## config.mk

```make
export PLATFORM = sky130hd
export DESIGN_NAME = instruction_cache
export DESIGN_NICKNAME = d
export VERILOG_FILES = /design/src/rtl/instruction_cache.sv
export SDC_FILE = /design/constraint.sdc
export NUM_CORES = 1
export LEC_CHECK = 0
export ABC_AREA = 0
export ABC_CLOCK_PERIOD_IN_PS = 41000
export CORE_ASPECT_RATIO = 1.2
export CORE_UTILIZATION = 40
export CTS_CLUSTER_DIAMETER = 100
export DETAILED_ROUTE_END_ITERATION = 10
export REMOVE_ABC_BUFFERS = 1
export SETUP_SLACK_MARGIN = 0.1
export SLEW_MARGIN = 30
export SYNTH_ARGS = -nofsm -noshare
export SYNTH_HDL_FRONTEND = slang
export SYNTH_SLANG_ARGS = --single-unit
```

## constraint.sdc

```tcl
create_clock -name CLOCK -period 41 [get_ports CLOCK]
set_clock_uncertainty 0.1 [all_clocks]
set_input_delay 8.2 -clock CLOCK [delete_from_list [all_inputs] [get_ports CLOCK]]
set_output_delay 8.2 -clock CLOCK [all_outputs]
set_load 0.005 [all_outputs]
```

## src/rtl/instruction_cache.sv

```systemverilog
// Direct-mapped read-only instruction cache with 16-byte lines.
// A miss fetches the whole block from instruction memory, fills the line and replays the lookup.
module instruction_cache #(
  parameter int NUM_SETS   = 8,
  parameter int INDEX_BITS = 3
) (
  input  logic         CLOCK,
  input  logic         RESET,
  input  logic         READ,
  input  logic [31:0]  ADDRESS,
  output logic [31:0]  READDATA,
  output logic         BUSYWAIT,
  output logic         MEM_READ,
  output logic [27:0]  MEM_ADDRESS,
  input  logic [127:0] MEM_READDATA,
  input  logic         MEM_BUSYWAIT
);

  localparam int TAG_BITS = 28 - INDEX_BITS;

  typedef enum logic [1:0] {
    ST_IDLE     = 2'd0,
    ST_MEM_READ = 2'd1,
    ST_UPDATE   = 2'd2
  } state_t;

  state_t state_reg, state_next;

  logic [NUM_SETS-1:0] valid_reg;
  logic [TAG_BITS-1:0] tag_array  [NUM_SETS];
  logic [127:0]        data_array [NUM_SETS];

  logic [27:0]  fill_addr_reg;
  logic [127:0] fill_buf_reg;
  logic         first_cycle_reg;

  logic [1:0]            word_sel;
  logic [INDEX_BITS-1:0] index;
  logic [TAG_BITS-1:0]   tag;
  logic [INDEX_BITS-1:0] fill_idx;
  logic [TAG_BITS-1:0]   fill_tag;
  logic [127:0]          line_data;
  logic [31:0]           line_words [4];
  logic                  hit;
  logic                  miss;
  logic                  fill_done;
  logic                  unused_address_bits;

  assign word_sel            = ADDRESS[3:2];
  assign index               = ADDRESS[INDEX_BITS+3:4];
  assign tag                 = ADDRESS[31:INDEX_BITS+4];
  assign fill_idx            = fill_addr_reg[INDEX_BITS-1:0];
  assign fill_tag            = fill_addr_reg[27:INDEX_BITS];
  assign unused_address_bits = ^ADDRESS[1:0];

  assign line_data = data_array[index];

  genvar gi;
  generate
    for (gi = 0; gi < 4; gi++) begin : g_word
      assign line_words[gi] = line_data[32*gi +: 32];
    end
  endgenerate

  assign READDATA = line_words[word_sel];

  // Lookups are only meaningful in IDLE; during a fill the line store is in flux.
  assign hit  = READ && (state_reg == ST_IDLE) && valid_reg[index] && (tag_array[index] == tag);
  assign miss = READ && (state_reg == ST_IDLE) && !hit;

  // The first MEM_READ cycle is ignored so memory always sees the request before completing.
  assign fill_done = (state_reg == ST_MEM_READ) && !first_cycle_reg && !MEM_BUSYWAIT;

  always_ff @(posedge CLOCK) begin
    if (RESET) begin
      state_reg       <= ST_IDLE;
      valid_reg       <= '0;
      fill_addr_reg   <= '0;
      fill_buf_reg    <= '0;
      first_cycle_reg <= 1'b0;
    end else begin
      state_reg <= state_next;
      if (miss) begin
        fill_addr_reg   <= ADDRESS[31:4];
        first_cycle_reg <= 1'b1;
      end
      if (state_reg == ST_MEM_READ) begin
        first_cycle_reg <= 1'b0;
        if (fill_done) begin
          fill_buf_reg <= MEM_READDATA;
        end
      end
      if (state_reg == ST_UPDATE) begin
        valid_reg[fill_idx] <= 1'b1;
      end
    end
  end

  always_ff @(posedge CLOCK) begin
    if (!RESET && (state_reg == ST_UPDATE)) begin
      tag_array[fill_idx]  <= fill_tag;
      data_array[fill_idx] <= fill_buf_reg;
    end
  end

  always_comb begin
    state_next = state_reg;
    case (state_reg)
      ST_IDLE:     if (miss) state_next = ST_MEM_READ;
      ST_MEM_READ: if (fill_done) state_next = ST_UPDATE;
      ST_UPDATE:   state_next = ST_IDLE;
      default:     state_next = ST_IDLE;
    endcase
  end

  always_comb begin
    MEM_READ    = 1'b0;
    MEM_ADDRESS = '0;
    BUSYWAIT    = READ && !hit;
    if (state_reg != ST_IDLE) begin
      BUSYWAIT = 1'b1;
    end
    if (state_reg == ST_MEM_READ) begin
      MEM_READ    = 1'b1;
      MEM_ADDRESS = fill_addr_reg;
    end
  end

endmodule

```

==> impl_metrics.env <==
export IMPL_antenna_found_initial=3
export IMPL_min_from="valid_reg[2]$_SDFFE_PP0N_"
export IMPL_cp_cell_sequence="buf_8, buf_4, buf_6, mux4_2, mux2i_1, xor2_1, nand2_1, nor4_2, nand4_4, a211o_1, clkdlybuf4s50_1"
export IMPL_fin_util=0.472
export IMPL_slew_headroom=0.326
export IMPL_drcViolationCount=0
export IMPL_std_cell_rows=145
export IMPL_syn_area_per_cell_sq_um=20.2
export IMPL_multiInputGateArea_sq_um=12200
export IMPL_r2r_slack_ps=37120
export IMPL_synth_cell_types=41
export IMPL_grt_pass1_wl_mm=182
export IMPL_via_per_inst=5.49
export IMPL_hold_viol=0
export IMPL_io_buffer_count=223
export IMPL_die_x_microns=334
export IMPL_hold_class="register to register"
export IMPL_synth_top_flop_cell="edfxtp_1"
export IMPL_grt_max_degree=152
export IMPL_num_vias=25800
export IMPL_dr_pass1_iters=5
export IMPL_cts_tree="built"
export IMPL_cts_htree_levels=4
export IMPL_r2r_start="state_reg[0]$_SDFFE_PP0P_"
export IMPL_r2r_end="tag_array[0][10]$_DFFE_PP_"
export IMPL_rsz0062_at_grt="no"
export IMPL_synth_yosys_warnings=0
export IMPL_routed_wl_mm=123
export IMPL_grt_util_all_layers=0.186
export IMPL_initial_utilization=0.405
export IMPL_synth_edf_count=1224
export IMPL_coreArea_sq_um=131000
export IMPL_synth_area_top_cells="edfxtp_1 70%, mux4_2 14%, dfxtp_1 6.3%, nand2_1 1.9%, a21oi_1 1.2%"
export IMPL_ir_worst_vdd_v=0.0000402
export IMPL_rr_worst_depth=5
export IMPL_cp_end_kind="primary output"
export IMPL_fmax_mhz=46.9
export IMPL_crit_path_end="BUSYWAIT"
export IMPL_hpwlAfterDp_mm=64.9
export IMPL_drive_gt1_frac=0.232
export IMPL_cts_hold_buf=0
export IMPL_cts_inserted_buffers=140
export IMPL_syn_cell_area_sq_um=52900
export IMPL_postSynthCellCount=2618
export IMPL_critPathKind="primary input to primary output"
export IMPL_tightest_slew_ps=1010
export IMPL_nNetsFinal=3044
export IMPL_syn2layout_area_growth_pct=16.6
export IMPL_clkTransAtPathRegs_ps=60
export IMPL_maxCapViolations=0
export IMPL_p_per_area_nw_per_um2=47.6
export IMPL_cts_setup_buffers=0
export IMPL_antenna_left=0
export IMPL_ys_ff_latch=1391
export IMPL_nFillCells=10800
export IMPL_setup_viol=0
export IMPL_cts_path_max_buffers=3
export IMPL_p_leak_nw=17.8
export IMPL_fp_dieH_microns=400
export IMPL_largest_register_ffs=1024
export IMPL_place_congestion=0.697
export IMPL_slowest_delay_ps=790
export IMPL_routedWlPerCell_microns=26.2
export IMPL_fin_crit_ps=21330
export IMPL_cts_resized=0
export IMPL_io_pins=226
export IMPL_drt_initial_drc_count=1799
export IMPL_worstSetupStartpointType="primary input"
export IMPL_drv_slew=0
export IMPL_required_ps=32700
export IMPL_dieArea_sq_um=134000
export IMPL_critPathMaxFanout=61
export IMPL_critPathSlowestCell="buf_4"
export IMPL_clock_latency_ps=750
export IMPL_status="finished clean"
export IMPL_synthArstFlopShare=0
export IMPL_hold_depth=1
export IMPL_finalSetupTns_ps=0
export IMPL_grt_pass1_vias=27900
export IMPL_final_seq_area_sq_um=40100
export IMPL_grt_overflow_total=0
export IMPL_finalCritPeriodShare=0.520
export IMPL_synth_top_area_frac=0.695
export IMPL_cts_num_sinks=1391
export IMPL_crit_arrival_ps=13030
export IMPL_root_buffer="clkbuf_16"
export IMPL_startpoint="ADDRESS[4]"
export IMPL_ys_seq_area_frac=0.758
export IMPL_synth_top_cell_by_area="edfxtp_1"
-- layout by cell type, fill, tap and decap left out, types with 5 or more instances in the layout --
cell,count
nor2_1,6
mux2_2,55
nand2b_1,6
a22o_1,13
nand3_1,30
nand4_1,5
or3_1,9
a21bo_1,28
nor2b_1,5
nor2_4,6
clkbuf_16,146
a21o_1,8
clkbuf_1,43
edfxtp_1,1224
buf_6,8
nand2_1,266
clkbuf_8,11
a221oi_1,6
mux4_2,340
clkinv_1,13
clkinv_2,22
dfxtp_1,167
xor2_1,15
bufinv_16,8
a21oi_1,130
o22ai_1,11
and2_1,29
clkinvlp_4,8
buf_4,37
clkdlybuf4s50_1,217
o21ai_0,9
mux2i_1,48
a21oi_2,28
-- worst max-delay path, delay by kind of cell --
kind / cells / cell delay, ps
buffers and inverters: 4 / 2430
and+or+nand+nor: 3 / 760
muxes: 2 / 750
AOI/OAI and AO/OA: 1 / 450
xor gates and xnor gates: 1 / 380
-- power breakdown --
group	leakage, nW	total (mW)	switching (mW)	internal (mW)
Combinational	4.52	0.130	0.0671	0.0627
Sequential	11.1	1.56	0.0149	1.54
Clock	2.18	1.25	0.524	0.723
Total	17.8	2.94	0.606	2.33
-- logic make-up after synthesis --
group,count (synthesis),share of synthesized area
AO/OA/AOI/OAI,239,0.0295
AND/OR/NAND/NOR,376,0.0313
buffers and inverters,154,0.0128
multiplexers,443,0.166
flip-flops,1391,0.758
XOR/XNOR,15,0.00248
-- cells in the mapped netlist (6+ instances only) --
cell type  number
a21bo_1        28
a21o_1          8
a21oi_1       130
a21oi_2        28
a221oi_1        6
a22o_1         13
and2_1         30
buf_1          31
buf_2          20
buf_6           7
clkbuf_1       90
dfxtp_1       167
edfxtp_1     1224
mux2_2         55
mux2i_1        48
mux4_2        340
nand2_1       267
nand2b_1        6
nand3_1        30
nor2_1         12
nor2b_1         6
o21ai_0         9
o22ai_1        11
or3_1           9
xor2_1         15
-- per-layer routing --
| layer | vias to the layer above | track usage | part of all wire | routed length [microns] |
|---|---|---|---|---|
| li1 | 11100 | - | - | - |
| met1 | 13800 | 0.243 | 0.42 | 52000 |
| met2 | 638 | 0.318 | 0.51 | 62800 |
| met3 | 170 | 0.0294 | 0.044 | 5450 |
| met4 | 0 | 0.0583 | 0.023 | 2840 |
| met5 | - | 0 | 0 | 0 |
-- worst min-delay path by stage --
| stage | end | slack (ps) |
|---|---|---|
| detailed placement | valid_reg[4]$_SDFFE_PP0N_ | 340 |
| global placement | valid_reg[6]$_SDFFE_PP0N_ | 330 |
| floorplan | valid_reg[2]$_SDFFE_PP0N_ | 320 |
| finish | valid_reg[2]$_SDFFE_PP0N_ | 350 |
| global route | valid_reg[2]$_SDFFE_PP0N_ | 370 |
| CTS | valid_reg[2]$_SDFFE_PP0N_ | 360 |
-- final cells by class --
cell class	instances	area share
Antenna cell	2	0.0000812
Clock inverter	60	0.00907
Clock buffer	198	0.0639
Sequential cell	1391	0.650
Inverter	1	0.0000609
Timing Repair Buffer	273	0.0448
Tap cell	1690	0.0343
Multi-Input combinational cell	1073	0.198
-- per-stage QoR --
step / hold WS, ps / worst slack [ps] / power (mW) / cells / instance area [sq um]
6_report: 353 / 19670 / 2.94 / 4688 / 61700
5_1_grt: 368 / 19300 / 3.03 / 4688 / 61700
4_1_cts: 357 / 19160 / 2.97 / 4684 / 61600
3_5_place_dp: 339 / 19140 / 1.72 / 4426 / 57100
3_3_place_gp: 327 / 19120 / 1.72 / 4423 / 57000
2_1_floorplan: 321 / 19680 / 1.64 / 2465 / 52200
Note: power is estimated with default switching activity, not from simulation.
